`src/rtl/imm_gen_pipe.sv`:
```
// imm_gen_pipe: registered RV32I/RV64I immediate decoder with 2-entry skid buffer; IMM_GEN_ZICSR_EN enables CSR-immediate (fmt 6) decode.
module imm_gen_pipe #(
    parameter int XLEN  = 32,
    parameter int TAG_W = 32
) (
    input  logic             clk_i,
    input  logic             rst_i,
    input  logic             flush_i,
    input  logic             valid_i,
    output logic             ready_o,
    input  logic [31:0]      instruction_i,
    input  logic [TAG_W-1:0] tag_i,
    output logic             valid_o,
    input  logic             ready_i,
    output logic [XLEN-1:0]  immediate_o,
    output logic [2:0]       fmt_o,
    output logic             illegal_o,
    output logic [TAG_W-1:0] tag_o
);
    typedef enum logic [1:0] {EMPTY, ONE, TWO} state_t;
    state_t state, state_nx;
    logic [4:0] op;
    logic [2:0] f3;
    logic shift, accept, pop;
    logic [31:0] i_imm, d_imm;
    logic [2:0] d_fmt;
    logic d_ill;
    logic [XLEN-1:0] skid_imm;
    logic [2:0] skid_fmt;
    logic skid_ill;
    logic [TAG_W-1:0] skid_tag;
    assign op = instruction_i[6:2];
    assign f3 = instruction_i[14:12];
    assign shift = f3[1:0] == 2'b01;
    assign i_imm = {{20{instruction_i[31]}}, instruction_i[31:20]};
    assign ready_o = (state != TWO) && !rst_i;
    assign valid_o = state != EMPTY;
    assign accept = valid_i && ready_o;
    assign pop = valid_o && ready_i;
    always_comb begin
        d_imm = '0;
        d_fmt = 3'd0;
        d_ill = 1'b0;
        if (instruction_i[1:0] != 2'b11) d_ill = 1'b1;
        else case (op)
            5'b00000, 5'b11001: begin d_imm = i_imm; d_fmt = 3'd1; end
`ifdef IMM_GEN_ZICSR_EN
            5'b11100: begin
                d_imm = f3[2] ? {27'b0, instruction_i[19:15]} : i_imm;
                d_fmt = f3[2] ? 3'd6 : 3'd1;
            end
`else
            5'b11100: begin d_imm = i_imm; d_fmt = 3'd1; end
`endif
            // an RV32 shamt with bit 5 set has no legal encoding
            5'b00100: begin
                if (shift && XLEN == 32 && instruction_i[25]) d_ill = 1'b1;
                else begin
                    d_imm = shift ? {26'b0, instruction_i[25:20]} : i_imm;
                    d_fmt = 3'd1;
                end
            end
            5'b00110: begin
                if (XLEN == 32) d_ill = 1'b1;
                else begin
                    d_imm = shift ? {27'b0, instruction_i[24:20]} : i_imm;
                    d_fmt = 3'd1;
                end
            end
            5'b01000: begin d_imm = {{20{instruction_i[31]}}, instruction_i[31:25], instruction_i[11:7]}; d_fmt = 3'd2; end
            5'b11000: begin d_imm = {{20{instruction_i[31]}}, instruction_i[7], instruction_i[30:25], instruction_i[11:8], 1'b0}; d_fmt = 3'd3; end
            5'b01101, 5'b00101: begin d_imm = {instruction_i[31:12], 12'b0}; d_fmt = 3'd4; end
            5'b11011: begin d_imm = {{12{instruction_i[31]}}, instruction_i[19:12], instruction_i[20], instruction_i[30:21], 1'b0}; d_fmt = 3'd5; end
            5'b01100, 5'b00011: d_ill = 1'b0;
            5'b01110: d_ill = XLEN == 32;
            default: d_ill = 1'b1;
        endcase
    end
    always_comb begin
        state_nx = state;
        if (flush_i) state_nx = EMPTY;
        else case (state)
            EMPTY: state_nx = accept ? ONE : EMPTY;
            ONE: state_nx = (accept && !pop) ? TWO : ((pop && !accept) ? EMPTY : ONE);
            TWO: state_nx = pop ? ONE : TWO;
            default: state_nx = EMPTY;
        endcase
    end
    always_ff @(posedge clk_i) state <= rst_i ? EMPTY : state_nx;
    // new words go straight to the output register unless it stays occupied
    always_ff @(posedge clk_i) begin
        if (rst_i) begin
            immediate_o <= '0;
            fmt_o <= '0;
            illegal_o <= 1'b0;
            tag_o <= '0;
            skid_imm <= '0;
            skid_fmt <= '0;
            skid_ill <= 1'b0;
            skid_tag <= '0;
        end else begin
            if (accept && (state == EMPTY || pop)) begin
                immediate_o <= XLEN'($signed(d_imm));
                fmt_o <= d_fmt;
                illegal_o <= d_ill;
                tag_o <= tag_i;
            end else if (state == TWO && pop) begin
                immediate_o <= skid_imm;
                fmt_o <= skid_fmt;
                illegal_o <= skid_ill;
                tag_o <= skid_tag;
            end
            if (accept && state == ONE && !pop) begin
                skid_imm <= XLEN'($signed(d_imm));
                skid_fmt <= d_fmt;
                skid_ill <= d_ill;
                skid_tag <= tag_i;
            end
        end
    end
endmodule

```
`config.mk`:
```
export PLATFORM = sky130hd
export DESIGN_NAME = imm_gen_pipe
export DESIGN_NICKNAME = d
export VERILOG_FILES = /design/src/rtl/imm_gen_pipe.sv
export SDC_FILE = /design/constraint.sdc
export NUM_CORES = 1
export LEC_CHECK = 0
export ABC_AREA = 1
export CORE_MARGIN = 8
export CORE_UTILIZATION = 55
export CTS_CLUSTER_DIAMETER = 30
export CTS_CLUSTER_SIZE = 40
export DETAILED_ROUTE_END_ITERATION = 6
export GPL_TIMING_DRIVEN = 0
export HOLD_SLACK_MARGIN = 0.05
export PLACE_DENSITY = 0.95
export SYNTH_ARGS = -nofsm -noshare
export SYNTH_HDL_FRONTEND = slang
export SYNTH_SLANG_ARGS = --single-unit
```
`constraint.sdc`:
```
create_clock -name clk_i -period 2.85 [get_ports clk_i]
set_clock_uncertainty 0.05 [all_clocks]
set_input_delay 0.57 -clock clk_i [delete_from_list [all_inputs] [get_ports clk_i]]
set_output_delay 0.57 -clock clk_i [all_outputs]
set_load 0.005 [all_outputs]
```
==> results of run 1 <==
[power groups by stage]
| stage | combinational [mW] | clock (mW) | sequential [mW] |
|---|---|---|---|
| detailed placement | 0.465 | 0 | 2.02 |
| CTS | 0.474 | 2.28 | 1.98 |
| finish | 0.482 | 2.30 | 1.98 |
| global route | 0.520 | 2.38 | 1.99 |
| global placement | 0.457 | 0 | 2.02 |
| floorplan | 0.222 | 0 | 2.02 |
[worst reg2reg max path, delay by kind of cell, from the launching register on]
family,cells,cell delay (ps)
DFF,1,300
buffers and inverters,3,700
and+or+nand+nor,4,620
AOI/OAI and AO/OA,2,220
[area by class of cell]
| cell class | count | area (sq um) | share of cell area |
|---|---|---|---|
| multi-input cells | 679 | 3179 | 0.3660 |
| plain buffers | 70 | 349.1 | 0.04019 |
| inverters | 67 | 251.5 | 0.02895 |
| clock buffers | 19 | 442.9 | 0.05099 |
| flip-flops and latches | 138 | 2763 | 0.3181 |
| clock inverters | 13 | 165.2 | 0.01901 |
| well taps | 147 | 183.9 | 0.02118 |
| repair buffers | 135 | 1351 | 0.1556 |
[metrics by stage]
stage	total power, mW	utilization	setup slack, ps	cells	area, sq um
2_1_floorplan	2.246	-	1088	954	6543
4_1_cts	4.739	0.7354	327.3	1268	8686
5_1_grt	4.883	0.7354	271.8	1268	8686
3_5_place_dp	2.489	0.6839	336.9	1236	8078
6_report	4.765	0.7354	312.4	1268	8686
3_3_place_gp	2.481	0.6839	382.9	1236	8078
[cells by family after synthesis]
kind of cell / synth area share
AOI/OAI and AO/OA: 0.1708
adders and majority gates: 0.001912
buffers and inverters: 0.09180
DFF: 0.4223
and+or+nand+nor: 0.3133
[worst max-delay path by stage]
stage | from | end | slack [ps] | cells after the start
after CTS | rst_i | ready_o | 330 | 4
after global placement | instruction_i[5] | immediate_o[18]$_SDFFE_PP0P_ | 380 | 10
after detailed placement | ready_i | tag_o[5]$_SDFFE_PP0P_ | 340 | 8
after floorplan | rst_i | tag_o[23]$_SDFFE_PP0P_ | 1090 | 9
after global routing | rst_i | ready_o | 270 | 4
final | rst_i | ready_o | 310 | 4
[state kept, by name, summed over array words and instances (netlist names)]
name         flops
skid_fmt         3
skid_imm        32
skid_tag        32
illegal_o        1
tag_o           32
skid_ill         1
fmt_o            3
state            2
immediate_o     32
[per-layer routing]
| layer | track usage | vias up | wire [microns] |
|---|---|---|---|
| met5 | 0 | - | 0 |
| met4 | 0.1368 | 0 | 886 |
| met3 | 0.06035 | 80 | 2016 |
| met2 | 0.4640 | 467 | 10490 |
| met1 | 0.3308 | 3405 | 8549 |
| li1 | - | 3432 | - |
[cells in the final DEF (no fill, tap or decap), types with 8 or more instances in the layout]
master and instances:
clkbuf_1 31, a31oi_1 15, inv_1 52, a21oi_1 95
clkdlybuf4s50_1 135, buf_2 24, a22oi_1 18, buf_4 11
o21ai_1 17, o21ai_0 56, clkinv_1 8, nand3_2 15
nor2_1 110, dfxtp_1 138, clkbuf_16 17, nand2_1 244
nand3_1 80
==> metrics, run 1 <==
DRC Markers 0; worst-skew pair later-pin latency 440 ps; setup violators final 0; Largest delay share family, worst path buffers and inverters; Total Routing Usage GR 0.2774; setup repair bufs after CTS 0; max-cap viol count 0; Hold Path Sink tag_o[9]$_SDFFE_PP0P_; reg2reg path depth 9; max frequency 0.3941 GHz; Startpoint Class input port; post-CTS sizing 0; Final Cycle Share 0.8904; top cell type's share of synthesized area 0.4223; number of synthesized flops with an enable pin 0; TritonCTS clock tree built; DIE WIDTH 125.1 microns; syn nets 1024; worst hold stages 2; Final nets 1178; Die Footprint 15640 sq um; Reg power frac 0.416; Slew headroom 0.5295; Final Max Slew Viols 0; CP arrival 1920 ps; Seq/Total Area, Yosys 0.4223; io pins 139; TNS Setup 0 ps; cts bufs inserted 17; unrepaired setup endpoints after global routing false; aggregate global routing overflow 0; Antenna Cells 0; Slowest Stage Delay on Critical Path 560 ps; Synth cell types 31; share of flip-flops with an asynchronous set or reset 0; CP Buf/Inv Count 3; vias per cell 5.823; WL final 21940 microns; FF-to-FF Start state[0]$_SDFF_PP0_; starting density of the core 0.5539; clock buffer depth 2; cells taking the most area after synthesis dfxtp_1 (42%), nand2_1 (14%), a21oi_1 (7.3%); worst path cell trace buf_4, clkbuf_1, nor2_1, clkdlybuf4s50_1; yosys warns 0; GP Congestion 0.9193; commonest cells in the netlist nand2_1 (244), dfxtp_1 (138), nor2_1 (110), a21oi_1 (95), nand3_1 (80); Crit. End Element output port; first-pass GRT wire length 35410 microns; status completed; Clock power frac 0.482; reg-to-reg slack, setup 880 ps; hold wc startpoint tag_o[9]$_SDFFE_PP0P_; Mapped Area 6543 sq um; Core Rows 40; worst reg2reg endpoint tag_o[2]$_SDFFE_PP0P_; Reg clk slew, reported paths 60 ps; Worst EP required 2230 ps; cell area power density 548.6 nW/um^2; Clock Tree Root clkbuf_16; hpwl dp 15310 microns; Post-CTS Hold Buffers 0; Die H 125.1 microns; worst hold path class reg -> reg; measured slew at the worst slew-check pin 705.7 ps; Routed Antenna Nets 0; maximum vdd drop 669.6 uV; Logic pwr share 0.101; ys flop type dfxtp_1; drt pass-1 iters 7; Iteration-0 DRC Markers 1004; port bufs 135; vias in the first global route 6990; Final Critical Period 2538 ps; share of cells above drive strength 1 0.09010; Filler cells 868; critical path class in -> out; internal power 3.579 mW; Clock Sinks 138; Core ar. 11810 sq um; NetSw 1.186 mW; initial antenna violation count 0; P&R area growth vs syn 32.76%; count leader, synth nand2_1; largest net degree at the start of global routing 17; CP max-delay cell clkbuf_1; wire length per cell 17.30 microns; leakage power 3.525 nW; Avg Synthesized Cell Area 6.858 sq um; #FFs+latches synth 138; Sw Ratio 0.2489; H-tree lvl count 4; CP Max Fanout 10; hold_ws 414.3 ps; post-synth top area cell dfxtp_1; Post-Synthesis Cells 954; final hold vios 0; Vias 7384
No activity file was read; power rests on OpenSTA's default activity.
==> inputs of run 2 (changes only) <==
--- a/config.mk
+++ b/config.mk
@@ -6,9 +6,9 @@
 export NUM_CORES = 1
 export LEC_CHECK = 0
 export ABC_AREA = 1
-export CORE_MARGIN = 8
+export CAP_MARGIN = 10
+export CORE_MARGIN = 2
 export CORE_UTILIZATION = 55
-export CTS_CLUSTER_DIAMETER = 30
 export CTS_CLUSTER_SIZE = 40
 export DETAILED_ROUTE_END_ITERATION = 6
 export GPL_TIMING_DRIVEN = 0
==> metrics, run 2 (synthesized netlist as in run 1, its figures left out) <==
port bufs 135; drt pass-1 iters 7; P&R area growth vs syn 32.01%; setup violators final 0; DIE WIDTH 113.1 microns; measured slew at the worst slew-check pin 666.4 ps; worst hold path class reg -> reg; share of cells above drive strength 1 0.09099; max frequency 0.3966 GHz; Sw Ratio 0.2614; Crit. End Element output port; Die Footprint 12780 sq um; max-cap viol count 0; worst reg2reg endpoint fmt_o[1]$_SDFFE_PP0P_; GP Congestion 0.9913; WL final 21080 microns; failing checks design-rule violations; Core Rows 39; Filler cells 799; clock buffer depth 2; Die H 113.1 microns; first-pass GRT wire length 33350 microns; final worst slack 328.8 ps; aggregate global routing overflow 0; Iteration-0 DRC Markers 934; vias per cell 5.886; Startpoint Class input port; TritonCTS clock tree built; worst-skew pair later-pin latency 420 ps; DRC Markers 6; Reg power frac 0.432; Clock Tree Root clkbuf_16; Clock power frac 0.461; largest net degree at the start of global routing 17; Clock Sinks 138; starting density of the core 0.5681; Final Max Slew Viols 0; CP arrival 1900 ps; Core ar. 11520 sq um; maximum vdd drop 376.9 uV; Slew headroom 0.5557; hold wc startpoint tag_o[11]$_SDFFE_PP0P_; setup repair bufs after CTS 0; Post-CTS Hold Buffers 0; worst hold stages 2; Final nets 1178; hpwl dp 13760 microns; FF-to-FF Start state[1]$_SDFF_PP0_; io pins 139; Final Critical Period 2521 ps; unrepaired setup endpoints after global routing false; cell area power density 530.9 nW/um^2; Hold Path Sink tag_o[11]$_SDFFE_PP0P_; Routed Antenna Nets 0; initial antenna violation count 0; critical path class in -> out; commonest non-fill, non-tap cell in the layout nand2_1; Setup WS pre-CTS 358.8 ps; Logic pwr share 0.106; Final Cycle Share 0.8846; Vias 7440; internal power 3.387 mW; Reg clk slew, reported paths 60 ps; most frequent cells in the layout nand2_1 (244), dfxtp_1 (138), clkdlybuf4s50_1 (135), nor2_1 (110), a21oi_1 (95); Antenna Cells 0; post-CTS sizing 0; leakage power 3.496 nW; cts bufs inserted 17; reg2reg path depth 8; vias in the first global route 6984; final hold vios 0; Worst EP required 2230 ps; TNS Setup 0 ps; reg-to-reg slack, setup 930 ps; Total Routing Usage GR 0.3243; status finished, violations left; CP Max Fanout 10; H-tree lvl count 4; wire length per cell 16.68 microns; NetSw 1.198 mW
-- run 2: area by class of cell --
| cell class | count | area (sq um) | area share |
|---|---|---|---|
| Sequential cell | 138 | 2763 | 0.3199 |
| Clock inverter | 11 | 83.83 | 0.009706 |
| Tap cell | 143 | 178.9 | 0.02072 |
| Clock buffer | 21 | 480.5 | 0.05563 |
| Multi-Input combinational cell | 679 | 3179 | 0.3681 |
| Timing Repair Buffer | 135 | 1351 | 0.1565 |
| Buffer | 70 | 349.1 | 0.04042 |
| Inverter | 67 | 251.5 | 0.02912 |
-- run 2: worst max-delay path by stage --
| stage | start | to | slack (ps) | depth (start not counted) |
|---|---|---|---|---|
| after floorplan | rst_i | tag_o[23]$_SDFFE_PP0P_ | 1090 | 9 |
| after global placement | ready_i | tag_o[10]$_SDFFE_PP0P_ | 370 | 7 |
| after detailed placement | ready_i | tag_o[6]$_SDFFE_PP0P_ | 360 | 8 |
| after CTS | rst_i | ready_o | 360 | 4 |
| after global routing | rst_i | ready_o | 280 | 4 |
| final | rst_i | ready_o | 330 | 4 |
-- run 2: per-layer routing --
metal	routed length, microns	global-route usage	share of wire	vias to the layer above
li1	-	-	-	3430
met1	8140	0.4089	0.39	3345
met2	9645	0.5194	0.46	560
met3	2321	0.06856	0.11	105
met4	976	0.1789	0.046	0
met5	0	0	0	-
-- run 2: metrics by stage --
| step | instance area, sq um | cells | total power [mW] | hold slack [ps] | utilization |
|---|---|---|---|---|---|
| after floorplan | 6543 | 954 | 2.246 | 405.4 | - |
| after global placement | 8073 | 1232 | 2.479 | 401.8 | 0.7010 |
| after detailed placement | 8073 | 1232 | 2.487 | 404.3 | 0.7010 |
| after CTS | 8637 | 1264 | 4.559 | 417.0 | 0.7500 |
| after global routing | 8637 | 1264 | 4.703 | 434.1 | 0.7500 |
| final | 8637 | 1264 | 4.585 | 417.0 | 0.7500 |
-- run 2: critical path, cell delays in order --
cell and delay, ps:
buf_4 150, clkbuf_1 530, nor2_1 170, clkdlybuf4s50_1 480
-- run 2: power groups by stage --
stage | combinational (mW) | clock [mW] | sequential [mW]
floorplan | 0.222 | 0 | 2.02
global placement | 0.456 | 0 | 2.02
detailed placement | 0.463 | 0 | 2.02
CTS | 0.474 | 2.10 | 1.98
global route | 0.518 | 2.20 | 1.99
finish | 0.487 | 2.11 | 1.98
